## src/rtl/sha256.sv

```systemverilog
// Iterative SHA-256 compression: one 512-bit block per start, one round per clock, 65-cycle start-to-done latency.
// start is ignored while busy, and a start with blk_type=11 is ignored. HEADER/MERKLE_LEAF pairs chain through hash.
module sha256 (
    input  logic         CLK,
    input  logic         nreset,
    input  logic         start,
    input  logic [511:0] msg,
    input  logic [1:0]   blk_type,
    output logic [255:0] hash,
    output logic         blk_done
);

    typedef enum logic [1:0] {S_IDLE, S_RUN, S_FIN} state_t;

    localparam logic [255:0] IV = {32'h6a09e667, 32'hbb67ae85, 32'h3c6ef372, 32'ha54ff53a,
                                   32'h510e527f, 32'h9b05688c, 32'h1f83d9ab, 32'h5be0cd19};

    localparam logic [31:0] K [64] = '{
        32'h428a2f98, 32'h71374491, 32'hb5c0fbcf, 32'he9b5dba5, 32'h3956c25b, 32'h59f111f1, 32'h923f82a4, 32'hab1c5ed5,
        32'hd807aa98, 32'h12835b01, 32'h243185be, 32'h550c7dc3, 32'h72be5d74, 32'h80deb1fe, 32'h9bdc06a7, 32'hc19bf174,
        32'he49b69c1, 32'hefbe4786, 32'h0fc19dc6, 32'h240ca1cc, 32'h2de92c6f, 32'h4a7484aa, 32'h5cb0a9dc, 32'h76f988da,
        32'h983e5152, 32'ha831c66d, 32'hb00327c8, 32'hbf597fc7, 32'hc6e00bf3, 32'hd5a79147, 32'h06ca6351, 32'h14292967,
        32'h27b70a85, 32'h2e1b2138, 32'h4d2c6dfc, 32'h53380d13, 32'h650a7354, 32'h766a0abb, 32'h81c2c92e, 32'h92722c85,
        32'ha2bfe8a1, 32'ha81a664b, 32'hc24b8b70, 32'hc76c51a3, 32'hd192e819, 32'hd6990624, 32'hf40e3585, 32'h106aa070,
        32'h19a4c116, 32'h1e376c08, 32'h2748774c, 32'h34b0bcb5, 32'h391c0cb3, 32'h4ed8aa4a, 32'h5b9cca4f, 32'h682e6ff3,
        32'h748f82ee, 32'h78a5636f, 32'h84c87814, 32'h8cc70208, 32'h90befffa, 32'ha4506ceb, 32'hbef9a3f7, 32'hc67178f2
    };

    function automatic logic [31:0] bsig0(input logic [31:0] x);
        return {x[1:0], x[31:2]} ^ {x[12:0], x[31:13]} ^ {x[21:0], x[31:22]};
    endfunction

    function automatic logic [31:0] bsig1(input logic [31:0] x);
        return {x[5:0], x[31:6]} ^ {x[10:0], x[31:11]} ^ {x[24:0], x[31:25]};
    endfunction

    function automatic logic [31:0] ssig0(input logic [31:0] x);
        return {x[6:0], x[31:7]} ^ {x[17:0], x[31:18]} ^ {3'b000, x[31:3]};
    endfunction

    function automatic logic [31:0] ssig1(input logic [31:0] x);
        return {x[16:0], x[31:17]} ^ {x[18:0], x[31:19]} ^ {10'b0, x[31:10]};
    endfunction

    state_t       state, state_nxt;
    logic [5:0]   rnd;
    logic [31:0]  w [16];
    logic [31:0]  a, b, c, d, e, f, g, h;
    logic [255:0] h_save;
    logic         chain;
    logic         chain_blk;

    logic         load, round_en, finish;
    logic [255:0] init_val;
    logic [31:0]  t1, t2, w_new;

    always_ff @(posedge CLK or posedge nreset) begin
        if (nreset) state <= S_IDLE;
        else        state <= state_nxt;
    end

    always_comb begin
        state_nxt = state;
        case (state)
            S_IDLE:  if (start && blk_type != 2'b11) state_nxt = S_RUN;
            S_RUN:   if (rnd == 6'd63) state_nxt = S_FIN;
            S_FIN:   state_nxt = S_IDLE;
            default: state_nxt = S_IDLE;
        endcase
    end

    always_comb begin
        load     = (state == S_IDLE) && start && (blk_type != 2'b11);
        round_en = (state == S_RUN);
        finish   = (state == S_FIN);
    end

    // Second block of a HEADER/MERKLE_LEAF pair continues from the digest left in hash.
    assign init_val = (blk_type != 2'b00 && chain) ? hash : IV;

    always_comb begin
        t1    = h + bsig1(e) + ((e & f) ^ (~e & g)) + K[rnd] + w[0];
        t2    = bsig0(a) + ((a & b) ^ (a & c) ^ (b & c));
        w_new = ssig1(w[14]) + w[9] + ssig0(w[1]) + w[0];
    end

    always_ff @(posedge CLK or posedge nreset) begin
        if (nreset) begin
            for (int i = 0; i < 16; i++) w[i] <= '0;
            {a, b, c, d, e, f, g, h} <= '0;
            h_save    <= '0;
            hash      <= '0;
            blk_done  <= 1'b0;
            chain     <= 1'b0;
            chain_blk <= 1'b0;
            rnd       <= '0;
        end else begin
            blk_done <= finish;
            if (load) begin
                for (int i = 0; i < 16; i++) w[i] <= msg[511 - 32*i -: 32];
                {a, b, c, d, e, f, g, h} <= init_val;
                h_save    <= init_val;
                rnd       <= '0;
                chain_blk <= (blk_type != 2'b00);
                if (blk_type == 2'b00) chain <= 1'b0;
            end
            if (round_en) begin
                // w[0] always holds W[t]; the window slides one word per round.
                for (int i = 0; i < 15; i++) w[i] <= w[i+1];
                w[15] <= w_new;
                h   <= g;
                g   <= f;
                f   <= e;
                e   <= d + t1;
                d   <= c;
                c   <= b;
                b   <= a;
                a   <= t1 + t2;
                rnd <= rnd + 6'd1;
            end
            if (finish) begin
                hash <= {h_save[255:224] + a, h_save[223:192] + b,
                         h_save[191:160] + c, h_save[159:128] + d,
                         h_save[127:96]  + e, h_save[95:64]   + f,
                         h_save[63:32]   + g, h_save[31:0]    + h};
                if (chain_blk) chain <= ~chain;
            end
        end
    end

endmodule

```

## config.mk

```make
export PLATFORM = sky130hd
export DESIGN_NAME = sha256
export DESIGN_NICKNAME = d
export VERILOG_FILES = /design/src/rtl/sha256.sv
export SDC_FILE = /design/constraint.sdc
export NUM_CORES = 2
export LEC_CHECK = 0
export ABC_CLOCK_PERIOD_IN_PS = 43800
export BUFFER_PORTS_ARGS = -buffer_cell sky130_fd_sc_hd__buf_4
export CAP_MARGIN = 10
export CORE_AREA = 2 2 485 487
export DETAILED_ROUTE_END_ITERATION = 8
export DIE_AREA = 0 0 487 489
export GPL_TIMING_DRIVEN = 0
export SLEW_MARGIN = 30
export SYNTH_ARGS = -nofsm -noshare
export SYNTH_HDL_FRONTEND = slang
export SYNTH_SLANG_ARGS = --single-unit
```

## constraint.sdc

```tcl
create_clock -name CLK -period 43.8 [get_ports CLK]
set_input_delay 2.19 -clock CLK [delete_from_list [all_inputs] [get_ports CLK]]
set_output_delay 2.19 -clock CLK [all_outputs]
set_load 0.1 [all_outputs]
```

* Word level (Yosys, flattened, before mapping)
Memories as Yosys holds them, arrays and structs flattened.
Cells that the tools add are included.
** Storage, ports and cells
- Bits in read-only memories :: 2048
- Memories :: 1
- Output and inout port bits :: 257
- Register bits after elaboration :: 1291
** Memory list
- (name not given) :: depth 64, width 32, read ports 1, clocked after Yosys merged registers in 0, write ports 0, RTL line 82 : t1 = h + bsig1(e) + ((e & f) ^ (~e & g)) + K[rnd] + w[0];
** Cells by class
- Bitwise operators :: 19
- Eq/ne operators :: 6
- Multiplexer cells :: 30
- Magnitude comparators :: 1
- Add/sub/neg operators :: 19
- Reduce and logical (&&, ||, !) cells :: 9
** Operators by type and width (number)
- two-way mux 512 bit :: 2
- adder 32 bit :: 18
- two-way mux 32 bit :: 18
- XOR 32 bit :: 9
- two-way mux 256 bit :: 1
- bitwise AND 32 bit :: 5
- NOT 32 bit :: 1
- XOR 32 x 22 -> 32 bit :: 1
- XOR 32 x 29 -> 32 bit :: 1
- two-way mux 6 bit :: 2
- >= comparator 7 bit (second input constant) :: 1
- NOT 6 -> 7 bit :: 1
- adder 6 x 1 -> 6 bit (second input constant) :: 1
- == test 6 bit (second input constant) :: 1
- logical AND 1 bit :: 4
- zero test 2 bit :: 2
- two-way mux 1 bit :: 4
- two-way mux 2 bit :: 2
- != test 2 bit (second input constant) :: 2
- case mux 2 bit (2 select lines) :: 1
- nonzero test 2 bit :: 2
- == test 2 x 1 -> 1 bit (second input constant) :: 1
- == test 2 bit (second input constant) :: 1
- != test 2 x 1 -> 1 bit (second input constant) :: 1
- other kinds (2) :: 2

* Depth between registers and ports, before layout
- Word-level depth :: 8
- Mapped depth :: 39
- Mapped depth without buffers :: 38

* Least setup slack after synthesis
No wires, ideal clock.
- Kind :: register to register
- Start :: register rnd[2]
- End :: register a[31]
- Setup time :: 94 ps
- Stages on the path, launching flop included :: 38
- Required time :: 43706 ps
- Period minus slack after synthesis :: 7675 ps
- Path slack :: 36125 ps
- Path buffers :: 2
- Data arrival time :: 7581 ps
- Cells stage by stage :: dfrtp_1 > inv_2 > clkbuf_1 > buf_1 > ha_1 > inv_1 > nor2_1 > a211oi_1 > o21ai_0 > o21ai_0 > fa_1 > inv_1 > ha_1 > inv_1 > fa_1 > nor2b_4 > o31a_1 > o31a_1 > [2 not listed] > or2_2 > o31ai_1 > xor2_1 > inv_1 > fa_1 > inv_1 > ha_1 > a21o_1 > a21oi_1 > nor2b_1 > o21ai_0 > nand2b_1 > a2111oi_2 > nor3_1 > o211ai_1 > nor3b_1 > xnor2_1 > a221oi_2
** Between the ends
- Cells in the longest elaborated chain, start to end :: 8
** Ends and longest elaborated chain
- start: declaration :: RTL line 46 : logic [5:0] rnd;
- start signal: assignment :: RTL line 119 : rnd <= rnd + 6'd1;
- NOT 6 -> 7 bit (implied by the code) :: RTL line 82
- memory read (64 x 32 bit)
- two-way mux 32 bit (implied by the code) (2 in series) :: RTL line 82
- adder 32 bit (2 in series) :: RTL line 82
- adder 32 bit :: RTL line 118 : a <= t1 + t2;
- two-way mux 32 bit :: RTL line 107 : if (round_en) begin
- end signal: assignment :: RTL line 101 : {a, b, c, d, e, f, g, h} <= init_val;
- end signal: assignment :: RTL line 118
- end: declaration :: RTL line 48 : logic [31:0] a, b, c, d, e, f, g, h;
No other way between the ends. The select of a mux whose other input is x is not followed.
A chain may end at the register's enable or synchronous reset.

* Final worst setup path
- Start :: register rnd[1]
- End :: register a[31]
The elaborated chain is that of the path after synthesis.

==> run metrics <==
status finished clean; Hold Violations, Final 0; Yosys warnings 0; Cells after Synth approximately 9800; Most used DFF post-synth dfrtp_1; syn_area_per_cell between 8 and 9 um2; Placer Congestion approximately 1.0; CP endpoint kind flop; root buf cell clkbuf_16; Post-synth EDFFs 0; Die Footprint about 240000 um2; hold buffers post-CTS 0; asr flop ratio synth 1.000; htree depth 4; Initial Util 0.3475; fin crit share 0.2635; Port Buf Inserts 773; fmax between 80 and 90 MHz; gr ovfl total 0; clk_skew 0.05616 ns; Netlist Area Pre-Place 81180 um2; # fillers 23680; Unique masters post-synth 92; multi-input gate area in the final layout 44510 um2; Synth top area share 0.3980; Req. time, crit path ~45 ns; share of post-route cells with drive strength above 1 0.1091; DR vias/cell roughly 5.7; most frequent CP cell a21oi_1; CP startpoint kind flop; first-pass GRT wire length roughly 570000 um; io pins between 700 and 800; Clk Latency, worst-skew pair approximately 0.86 ns; Post-CTS Resized 0; gr usage total 0.3357; Site Rows 178; Clock Pin Slew Worst Setup and Hold Paths around 0.060 ns; total negative slack 0 ns; Max Slew Vio Count 0; die width about 490 um; Setup-failing EPs final 0; Hold WC Path Type flop to flop; TritonCTS clock tree built; # clock sinks around 1300; worst hold path endpoint h_save[151]$_DFFE_PP0P_; Largest regs w x512, h_save x256, hash x256; routed wire length approximately 410000 um; CP Class flop to flop; reg2reg start rnd[1]$_DFFE_PP0P_; CP Data Arrival Time 12.31 ns; First DRT Iteration DRCs about 8800; largest net degree at the start of global routing 94; relative max-transition margin 0.2348; vias in the first global route slightly below 80000; Die Ht between 400 and 500 um; post-route ant nets 0; Critical Path Max Stage Delay 0.86 ns; TritonRoute pass-1 iters 6; detailed placer's ending HPWL between 300000 and 400000 um; TritonCTS Buffers between 150 and 200; post-CTS setup buffer count 0; flip-flop count of the largest register after layout between 500 and 600; cells on worst reg2reg path 37; slowest stage cell, crit path xor2_1; WHS Path Cells 2; Worst Max-Slew Pin Slew 1.148 ns; register bit total from synthesis 1291; Register Area ~32000 um2; initial antenna violation count between 40 and 50; DR WL/cell between 20 and 30 um; Max-Cap Viols 0; hold_sp h_save[151]$_DFFE_PP0P_; Synth area leaders dfrtp_1 (40%), nand2_1 (9.4%), ha_1 (6.1%); area of the core 233600 um2; DRC viols 0; register area share after synthesis 0.3980; Synth area leader dfrtp_1; reg2reg end a[31]$_DFFE_PP0P_; setup slack, reg-to-reg around 32 ns; Area Growth Syn to Fin 19.40%; Syn Nets ~11000; Top reg by flops w; routed vias between 70000 and 80000; crit path max fanout 12; fin crit period 11.54 ns; nets@finish roughly 12000; Clock Path Buffers 3; RSZ-0062 raised after global routing no
==> synthesized netlist by cell type (20+ instances only) <==
| master | number |
|---|---|
| a211oi_1 | 57 |
| a21o_1 | 203 |
| a21oi_1 | 528 |
| a221oi_1 | 27 |
| a31oi_1 | 568 |
| and3_1 | 30 |
| buf_1 | 48 |
| clkbuf_1 | 608 |
| dfrtp_1 | 1291 |
| fa_1 | 195 |
| ha_1 | 399 |
| inv_1 | 511 |
| mux2_2 | 31 |
| mux2i_1 | 21 |
| nand2_1 | 2040 |
| nand2b_1 | 46 |
| nand3_1 | 148 |
| nor2_1 | 1012 |
| nor2b_1 | 44 |
| nor3_1 | 55 |
| o211ai_1 | 48 |
| o21a_1 | 40 |
| o21ai_0 | 802 |
| o21ai_1 | 33 |
| o21bai_1 | 41 |
| o221ai_1 | 21 |
| o22ai_1 | 20 |
| o31ai_1 | 46 |
| xnor2_1 | 319 |
| xor2_1 | 259 |
==> stage by stage <==
stage                     hold WS [ns]  setup slack, ns  area (um2)  instances  utilization
after global placement          0.4617           -10.10       90810      13620       0.3887
after detailed placement        0.4684            32.88       91670      13650       0.3924
final                           0.4800            32.26       96930      13950       0.4149
after floorplan                 0.4497            5.223       81180       9787            -
after CTS                       0.4820            32.84       96860      13930       0.4146
after global routing            0.5022            32.31       96910      13940       0.4148
==> worst max-delay path, delay by kind of cell, from the launching register on <==
family                     cells  cell delay, ns
AOI/OAI and AO/OA             15            3.66
and+or+nand+nor               10            2.40
buffers and inverters          5            1.48
adders and majority gates      5            2.02
DFF                            1            0.84
xor gates and xnor gates       2            1.05
==> placed cells by master (no fill, tap or decap), types with 30 or more instances in the layout <==
master     instances
a211oi_1          57
a21o_1           203
a21oi_1          528
a31oi_1          568
and3_1            30
buf_1             44
buf_4            773
clkbuf_1         598
clkbuf_16        158
clkbuf_2          58
dfrtp_1         1291
fa_1             195
ha_1             399
inv_1            510
mux2_2            31
nand2_1         2040
nand2b_1          46
nand3_1          148
nor2_1          1010
nor2b_1           44
nor3_1            55
o211ai_1          48
o21a_1            40
o21ai_0          802
o21ai_1           32
o21bai_1          41
o31ai_1           46
xnor2_1          315
xor2_1           259
==> worst max path at each step <==
| stage | startpoint | endpoint | slack (ns) | depth (start not counted) |
|---|---|---|---|---|
| 3_5_place_dp | rnd[1]$_DFFE_PP0P_ | a[31]$_DFFE_PP0P_ | 32.88 | 36 |
| 3_3_place_gp | nreset | w[146]$_DFFE_PP0P_ | -10.10 | 2 |
| 2_1_floorplan | nreset | a[0]$_DFFE_PP0P_ | 5.22 | 1 |
| 5_1_grt | rnd[1]$_DFFE_PP0P_ | a[31]$_DFFE_PP0P_ | 32.31 | 37 |
| 6_report | rnd[1]$_DFFE_PP0P_ | a[31]$_DFFE_PP0P_ | 32.26 | 37 |
| 4_1_cts | rnd[1]$_DFFE_PP0P_ | a[31]$_DFFE_PP0P_ | 32.84 | 36 |
==> routing by layer <==
| metal | global-route usage | share of wire |
|---|---|---|
| met1 | 0.4161 | 0.39 |
| met2 | 0.5288 | 0.44 |
| met3 | 0.07774 | 0.093 |
| met4 | 0.2093 | 0.076 |
| met5 | 0 | 0.0011 |
==> layout make-up <==
cell class                      count  share of cell area
Multi-Input combinational cell   7324              0.4592
Sequential cell                  1291              0.3333
Timing Repair Buffer              804             0.06785
Clock buffer                      230             0.04606
Tap cell                         3060             0.03950
Buffer                            656             0.02620
Inverter                          516             0.02006
Clock inverter                     51            0.007461
Antenna cell                       13           0.0003356
==> cells by family after synthesis <==
group,count (synthesis),synth area share
and+or+nand+nor,3483,0.1722
AOI/OAI and AO/OA,2609,0.1952
DFF,1291,0.3980
adders and majority gates,597,0.1100
muxes,57,0.008138
buffers and inverters,1172,0.05419
xor gates and xnor gates,578,0.06236
Power is left out: the tool's default activity adds up to more than one toggle a clock period on the data nets, which glitch-free logic cannot reach.
